**src/rtl/rf_wb_arbiter.sv**
```systemverilog
// rf_wb_arbiter: round-robin writeback arbiter for the single register-file
// write port, plus a per-register outstanding-write scoreboard that drives
// the hazard busy vector.
module rf_wb_arbiter #(
    parameter int CNT_W = 2
) (
    input  logic        i_clk,
    input  logic        i_rst_n,
    input  logic        i_a_valid,
    input  logic [4:0]  i_a_rd,
    input  logic [31:0] i_a_data,
    output logic        o_a_ready,
    input  logic        i_b_valid,
    input  logic [4:0]  i_b_rd,
    input  logic [31:0] i_b_data,
    output logic        o_b_ready,
    input  logic        i_iss_valid,
    input  logic [4:0]  i_iss_rd,
    output logic        o_iss_ready,
    output logic        o_rf_we,
    output logic [4:0]  o_rf_adrw,
    output logic [31:0] o_rf_wd,
    output logic [31:0] o_busy,
    output logic        o_wb_err
);

    localparam logic [CNT_W-1:0] CNT_MAX = '1;

    logic                        r_last_grant;  // 0 = A, 1 = B
    logic                        r_rf_we;
    logic [4:0]                  r_rf_adrw;
    logic [31:0]                 r_rf_wd;
    logic                        r_wb_err;
    logic [31:0][CNT_W-1:0]      w_cnt;         // w_cnt[0] is a constant zero

    logic        w_grant_a, w_grant_b;
    logic        w_hs_a, w_hs_b, w_hs;
    logic [4:0]  w_wb_rd;
    logic [31:0] w_wb_data;
    logic        w_iss_inc;
    logic        w_dec_err;

    // Round-robin grant: a lone requester always wins; on contention the
    // requester that did not win last time goes first.
    always_comb begin
        w_grant_a = i_a_valid && (!i_b_valid ||  r_last_grant);
        w_grant_b = i_b_valid && (!i_a_valid || !r_last_grant);
    end

    // Readies are held low during reset so nothing is consumed then.
    assign o_a_ready = i_rst_n && w_grant_a;
    assign o_b_ready = i_rst_n && w_grant_b;
    assign w_hs_a    = i_a_valid && o_a_ready;
    assign w_hs_b    = i_b_valid && o_b_ready;
    assign w_hs      = w_hs_a || w_hs_b;
    assign w_wb_rd   = w_hs_b ? i_b_rd   : i_a_rd;
    assign w_wb_data = w_hs_b ? i_b_data : i_a_data;

    // Issue stalls only on a saturated counter; uses registered state only.
    assign o_iss_ready = i_rst_n && !((i_iss_rd != 5'd0) && (w_cnt[i_iss_rd] == CNT_MAX));
    assign w_iss_inc   = i_iss_valid && o_iss_ready && (i_iss_rd != 5'd0);

    // A committed write for a register with nothing outstanding is an error.
    assign w_dec_err = r_rf_we && (w_cnt[r_rf_adrw] == '0);

    // Last-grant pointer advances only on a handshake.
    always_ff @(posedge i_clk or negedge i_rst_n) begin
        if (!i_rst_n)    r_last_grant <= 1'b1;
        else if (w_hs)   r_last_grant <= w_hs_b;
    end

    // Registered write port; x0 writes are consumed but never asserted to the file.
    always_ff @(posedge i_clk or negedge i_rst_n) begin
        if (!i_rst_n) begin
            r_rf_we   <= 1'b0;
            r_rf_adrw <= 5'd0;
            r_rf_wd   <= 32'd0;
        end else if (w_hs) begin
            r_rf_we   <= (w_wb_rd != 5'd0);
            r_rf_adrw <= w_wb_rd;
            r_rf_wd   <= w_wb_data;
        end else begin
            r_rf_we   <= 1'b0;
        end
    end

    // Sticky writeback-underflow flag.
    always_ff @(posedge i_clk or negedge i_rst_n) begin
        if (!i_rst_n)       r_wb_err <= 1'b0;
        else if (w_dec_err) r_wb_err <= 1'b1;
    end

    assign w_cnt[0]  = '0;
    assign o_busy[0] = 1'b0;

    genvar r;
    generate
        for (r = 1; r < 32; r++) begin : g_cnt
            logic             r_q;
            logic [CNT_W-1:0] r_c;
            logic             w_inc, w_dec;
            assign w_inc = w_iss_inc && (i_iss_rd == r[4:0]);
            assign w_dec = r_rf_we && (r_rf_adrw == r[4:0]);
            // Outstanding-write count: inc on issue, dec on commit, net zero if both.
            always_ff @(posedge i_clk or negedge i_rst_n) begin
                if (!i_rst_n)                        r_c <= '0;
                else if (w_inc && !w_dec)            r_c <= r_c + 1'b1;
                else if (w_dec && !w_inc && r_c != 0) r_c <= r_c - 1'b1;
            end
            assign r_q       = (r_c != '0);
            assign w_cnt[r]  = r_c;
            assign o_busy[r] = r_q;
        end
    endgenerate

    assign o_rf_we   = r_rf_we;
    assign o_rf_adrw = r_rf_adrw;
    assign o_rf_wd   = r_rf_wd;
    assign o_wb_err  = r_wb_err;

endmodule

```
**config.mk**
```make
export PLATFORM = sky130hd
export DESIGN_NAME = rf_wb_arbiter
export DESIGN_NICKNAME = d
export VERILOG_FILES = /design/src/rtl/rf_wb_arbiter.sv
export SDC_FILE = /design/constraint.sdc
export NUM_CORES = 1
export LEC_CHECK = 0
export CORE_MARGIN = 2
export CORE_UTILIZATION = 28
export CTS_CLUSTER_DIAMETER = 40
export CTS_CLUSTER_SIZE = 24
export DETAILED_ROUTE_END_ITERATION = 8
export GPL_TIMING_DRIVEN = 0
export PLACE_DENSITY = 0.48
export RECOVER_POWER = 100
export SLEW_MARGIN = 20
export SYNTH_ARGS = -nofsm -noshare
export SYNTH_HDL_FRONTEND = slang
export SYNTH_SLANG_ARGS = --single-unit
```
**constraint.sdc**
```tcl
create_clock -name i_clk -period 6.2 [get_ports i_clk]
set_clock_uncertainty 0.2 [all_clocks]
set_input_delay 0.62 -clock i_clk [delete_from_list [all_inputs] [get_ports i_clk]]
set_output_delay 0.62 -clock i_clk [all_outputs]
set_load 0.02 [all_outputs]
```
==> results by group, run 1 <==
Worst setup path
  – Startpoint Class: primary input
  – Reg2Reg Depth: 6
  – RR Endpoint: g_cnt[26].r_c[0]
  – Critical Path Max Stage Delay: 0.71 ns
  – CP Cell Sequence: dlygate4sd3_1, clkbuf_1, clkbuf_1, mux4_2, mux2i_1, o21bai_1, buf_6, buf_6, nor3_1, dlygate4sd3_1
  – CP max FO: 10
  – R2r setup slk: 2.99 ns
  – Crit path capture type: primary output
  – Arrival time at the worst endpoint: 4.64 ns
  – Worst EP required: 5.38 ns
  – Worst Path Buf+Inv: 6
  – Worst setup path class: in2out
  – RR Startpoint: o_rf_adrw[1]
  – Critical Path Slowest Stage Cell: o21bai_1
  – CP delay by family, top: buffers and inverters

Die
  – Core Area: 0.0242 mm^2
  – Full die area: 0.0258 mm^2
  – Initial Utilization: 0.284
  – Boundary Pins: 158
  – Die W: 161 um
  – Die Y: 161 um
  – Row count: 57

Synth
  – Number of synthesized register bits: 102
  – Sequential element share of the synthesized area: 0.371
  – Largest cells by area after synthesis: dfrtp_1 (37%), mux2i_1 (7.6%), mux4_2 (4.9%)
  – Post-synth ARST share: 1.00
  – Number of synthesized flops with an enable pin: 0
  – YS warnings: 0
  – Post-synth top area share: 0.368
  – Top_reg_cell synth: dfrtp_1
  – Syn_area_per_cell: 9.08 um^2
  – Yosys top cell by area: dfrtp_1
  – Synth Cell Area: 0.00688 mm^2
  – Syn Nets: 841
  – Distinct cells, synth: 67
  – Synth Instances: 757

Place
  – Hpwl dp: 18000 um
  – Pre-CTS setup slack: 1.29 ns
  – RD Place Congestion: 0.836
  – Placed cell count: 1236
  – IO buf count: 154

Clock network
  – CTS tree: built
  – Max Buffers Root-to-Sink: 2
  – Root buf cell: clkbuf_16
  – Htree depth: 3
  – Cts hold-fix bufs: 1
  – Clock Sinks: 102
  – Post-CTS Repair Setup Buffers: 0
  – Clk_lat worst skew: 0.36 ns
  – CTS Buf Count: 9
  – Worst-path clk slew: 0.08 ns
  – Cts repair resizes: 0

Routing
  – Detailed Route Iter0 Violations: 416
  – Post-route ant nets: 0
  – DRT Wirelength: 23300 um
  – Wire per inst: 18.6 um
  – Total number of vias: 6377
  – Routed vias/inst: 5.09
  – # DRC: 0
  – DR pass1 iterations: 5

STA
  – Slew headroom: 0.407
  – Slew of the pin with the lowest slew margin: 0.888 ns
  – Fin crit period: 5.46 ns
  – Setup ws final: 0.737 ns
  – Final hold slack: 0.274 ns
  – Slew Limit Fails: 0
  – Fmax: 183 MHz
  – Crit share post-route: 0.881
  – Setup Viol. Count Final: 0
  – RSZ-0062 raised after global routing: no
  – Fin. Hold Viols: 0
  – Setup TNS after final layout: 0 ns

Cells and area
  – Fin cells: 1253
  – Layout area overhead: 32.6%
  – Final #Nets: 1008
  – Ant diodes: 0
  – Commonest non-fill, non-tap cell in the layout: dfrtp_1
  – Most frequent cells in the layout: dfrtp_1 (101), nand2_1 (84), clkdlybuf4s50_1 (79)
  – Share of cells above drive strength 1: 0.129

Worst hold path
  – Hold Path Depth: 2
  – Hold Crit Endpoint: o_rf_wd[10]
  – HP Class: reg2reg
  – Hold Crit Start: o_rf_wd[10]

Global route
  – Vias in the first global route: 6151
  – Largest net degree at the start of global routing: 68
  – Initial antenna violation count: 0
  – GRT Total Usage: 0.181
  – First-pass GRT wire length: 36000 um
  – Grt ovf: 0

Job
  – Max_cap viols: 0

Power
  – Pleak: 3.91 nW
  – Pwr/cell area: 262 mW/mm^2
  – Maximum vdd drop: 0.128 mV

Outcome
  – Outcome: finished clean
==> kinds of logic (layout without fill, tap and decap cells) <==
| group | count (synthesis) | in the layout | share of synthesized area |
|---|---|---|---|
| AOI/OAI and AO/OA | 188 | 188 | 0.186 |
| xor gates and xnor gates | 18 | 18 | 0.0229 |
| buffers and inverters | 78 | 250 | 0.0670 |
| DFF | 102 | 102 | 0.371 |
| muxes | 72 | 72 | 0.133 |
| other | 1 | 1 | 0.000545 |
| and+or+nand+nor | 298 | 298 | 0.219 |
==> final cells by class <==
| class | instances | area, um^2 |
|---|---|---|
| fillers | 2560 | 15100 |
| clock inverters | 7 | 80.1 |
| multi-input cells | 577 | 3820 |
| inverters | 12 | 45.0 |
| plain buffers | 66 | 410 |
| flip-flops and latches | 102 | 2550 |
| clock buffers | 9 | 225 |
| repair buffers | 156 | 1580 |
| well taps | 324 | 405 |
==> cells in the mapped netlist, types with 5 or more instances <==
master,number
clkbuf_1,20
dfrtp_1,101
nor3_1,32
o21ai_0,59
and3_1,10
nand3_1,14
buf_4,34
o31a_1,5
o31ai_1,5
a22oi_1,11
a21oi_1,29
mux4_2,15
nand2b_1,7
o22a_1,10
nor2b_1,11
nor2_1,61
a21boi_0,6
or2_2,33
and2_1,6
o211ai_1,6
xnor2_1,16
a211oi_1,10
buf_6,5
or3_1,8
buf_1,5
nor4_1,6
mux2i_1,52
nand2_1,84
nor3b_1,5
o21a_1,13
inv_1,12
==> per-stage QoR <==
step / instance area (um^2) / total power, mW / util
finish: 9120 / 2.39 / 0.376
detailed placement: 8850 / 1.83 / 0.365
global route: 9120 / 2.53 / 0.376
floorplan: 6880 / 1.43 / -
CTS: 9170 / 2.45 / 0.378
global placement: 8820 / 1.83 / 0.364
==> sequential cells by signal, summed over array words and instances (netlist names) <==
name,cells
g_cnt.r_c,62
o_rf_adrw,5
o_rf_wd,32
o_rf_we,1
o_wb_err,1
r_last_grant,1
==> how the worst max path moves through the flow <==
stage,start,to,slack (ns),cells after the start
after floorplan,i_iss_rd[3],o_iss_ready,2.80,9
after global placement,i_rst_n,o_b_ready,-1.56,6
after detailed placement,i_iss_rd[1],o_iss_ready,1.29,10
after CTS,i_iss_rd[1],o_iss_ready,1.24,10
after global routing,i_iss_rd[1],o_iss_ready,0.61,10
final,i_iss_rd[1],o_iss_ready,0.74,10
==> worst min-delay path, stage by stage, from the launching register on <==
cell and delay [ns]:
dfrtp_1 0.34, nand2_1 0.04, o21ai_0 0.06
==> per-layer routing <==
metal | wire length [um] | track usage | vias up
met4 | 399 | 0.0560 | 0
li1 | - | - | 3076
met1 | 10200 | 0.236 | 3024
met2 | 10600 | 0.287 | 251
met3 | 2130 | 0.0602 | 26
met5 | 0 | 0 | -
==> power by group <==
group	switching, mW	total (mW)	leakage (nW)	internal [mW]
sequential	0.127	0.910	1.25	0.783
clock	0.290	0.608	0.143	0.318
combinational	0.440	0.871	2.53	0.432
total	0.856	2.39	3.91	1.53
(Power assumes the default switching activity.)
==> inputs of run 2 (changes only) <==
--- a/config.mk
+++ b/config.mk
@@ -10,7 +10,6 @@
 export CTS_CLUSTER_DIAMETER = 40
 export CTS_CLUSTER_SIZE = 24
 export DETAILED_ROUTE_END_ITERATION = 8
-export GPL_TIMING_DRIVEN = 0
 export PLACE_DENSITY = 0.48
 export RECOVER_POWER = 100
 export SLEW_MARGIN = 20
==> run 2 against run 1 <==
The run now ends with capacitance limit, slew limit left. Routed wire length decreased by 4.1%. Non-clock buffer count decreased by 61. Total power decreased by 3.9%. Critical path type unchanged. Critical endpoint unchanged. Largest cell class unchanged.
==> results by group, run 2 (same netlist as run 1, synthesis figures left out) <==
Die
  – Full die area: 0.0258 mm^2
  – Die Y: 161 um
  – Die W: 161 um
  – Core Area: 0.0242 mm^2
  – Initial Utilization: 0.284
  – Row count: 57
  – Boundary Pins: 158

Clock network
  – Cts hold-fix bufs: 0
  – Worst-path clk slew: 0.09 ns
  – Htree depth: 3
  – Clk_lat worst skew: 0.36 ns
  – Cts repair resizes: 0
  – Clock Sinks: 102
  – CTS Buf Count: 9
  – Root buf cell: clkbuf_16
  – Post-CTS Repair Setup Buffers: 0
  – Max Buffers Root-to-Sink: 2
  – CTS tree: built

Worst setup path
  – Arrival time at the worst endpoint: 3.95 ns
  – CP max FO: 21
  – Startpoint Class: primary input
  – Worst EP required: 5.38 ns
  – Crit path capture type: primary output
  – Worst setup path class: in2out

Routing
  – DRT Wirelength: 22400 um
  – DR pass1 iterations: 4
  – Post-route ant nets: 0
  – # DRC: 0
  – Wire per inst: 18.8 um
  – Detailed Route Iter0 Violations: 415
  – Total number of vias: 5968
  – Routed vias/inst: 5.01

Outcome
  – Failing checks: capacitance limit, slew limit
  – Outcome: complete, but fails checks

Cells and area
  – Final #Nets: 947
  – Commonest non-fill, non-tap cell in the layout: dfrtp_1
  – Layout area overhead: 27.1%
  – Ant diodes: 0
  – Most frequent cells in the layout: dfrtp_1 (101), nand2_1 (84), clkdlybuf4s50_1 (81)
  – Max reg flops: 62
  – Biggest register: g_cnt.r_c
  – Share of cells above drive strength 1: 0.101

Global route
  – Grt ovf: 0
  – Vias in the first global route: 5935
  – First-pass GRT wire length: 35100 um
  – Initial antenna violation count: 0
  – Largest net degree at the start of global routing: 67
  – GRT Total Usage: 0.176

STA
  – Fin crit period: 4.77 ns
  – Final hold slack: 0.278 ns
  – Slew headroom: -0.911
  – Setup Viol. Count Final: 0
  – Slew Limit Fails: 117
  – Fin. Hold Viols: 0
  – RSZ-0062 raised after global routing: no
  – Setup TNS after final layout: 0 ns
  – Slew of the pin with the lowest slew margin: 2.87 ns
  – Crit share post-route: 0.770
  – Fmax: 209 MHz

Place
  – Hpwl dp: 17100 um
  – IO buf count: 156
  – RD Place Congestion: 0.864

Worst hold path
  – HP Class: reg2reg

Job
  – Max_cap viols: 2

Power
  – Maximum vdd drop: 0.133 mV
  – Pwr/cell area: 263 mW/mm^2
  – Pleak: 3.70 nW
-- run 2: changes by cell type in the layout (fill, tap and decap cells not counted), moves of 2 or more --
| cell | before | now |
|---|---|---|
| buf_4 | 33 | 3 |
| buf_6 | 6 | 0 |
| clkbuf_1 | 27 | 2 |
| clkdlybuf4s50_1 | 79 | 81 |
| clkinv_4 | 2 | 0 |
| dlygate4sd3_1 | 75 | 73 |
| inv_8 | 0 | 2 |
| o21ai_0 | 61 | 59 |
-- run 2: area by class of cell --
cell class	count	area, um^2
inverter	12	45.0
clock buffer	9	225
tap	324	405
multi-input combinational	577	3850
fill	2584	15500
sequential	102	2550
clock inverter	7	72.6
timing repair buffer	161	1580
-- run 2: through the flow --
step / util / power, mW / worst slack [ns] / cells / area [um^2]
2_1_floorplan: - / 1.43 / 2.80 / 757 / 6880
3_3_place_gp: 0.350 / 1.76 / 1.29 / 1176 / 8480
3_5_place_dp: 0.350 / 1.76 / 1.25 / 1176 / 8480
4_1_cts: 0.362 / 2.36 / 1.23 / 1192 / 8780
5_1_grt: 0.360 / 2.44 / 0.694 / 1192 / 8740
6_report: 0.360 / 2.30 / 1.43 / 1192 / 8740
-- run 2: where the power goes --
group | switching [mW] | internal, mW | leakage, nW | total (mW)
Combinational | 0.390 | 0.369 | 2.31 | 0.759
Sequential | 0.166 | 0.782 | 1.25 | 0.948
Clock | 0.302 | 0.287 | 0.144 | 0.588
-- run 2: per-layer routing --
metal | wire length, um | track usage | share of wire
met1 | 10000 | 0.233 | 0.45
met2 | 10300 | 0.287 | 0.46
met3 | 1850 | 0.0529 | 0.083
met4 | 227 | 0.0369 | 0.010
met5 | 0 | 0 | 0
-- run 2: path summary, 6_finish.rpt --
path,slack [ns],from,cells after the start,endpoint
hold reg to reg,0.28,o_rf_wd[7],2,o_rf_wd[7]
setup / recovery,1.43,i_iss_rd[1],7,o_iss_ready
setup reg to reg,3.28,g_cnt[20].r_c[0],7,g_cnt[26].r_c[0]
min in group asynchronous,0.97,i_rst_n,1,g_cnt[3].r_c[0]
hold / removal,0.28,o_rf_wd[7],2,o_rf_wd[7]
max in group asynchronous,1.93,i_rst_n,2,o_rf_wd[29]
-- run 2: critical path: stages --
cell	delay, ns
clkdlybuf4s50_1	1.06
nor2b_1	0.34
a32oi_1	0.15
a221o_1	0.50
a221oi_4	0.47
nor3_1	0.11
dlygate4sd3_1	0.69
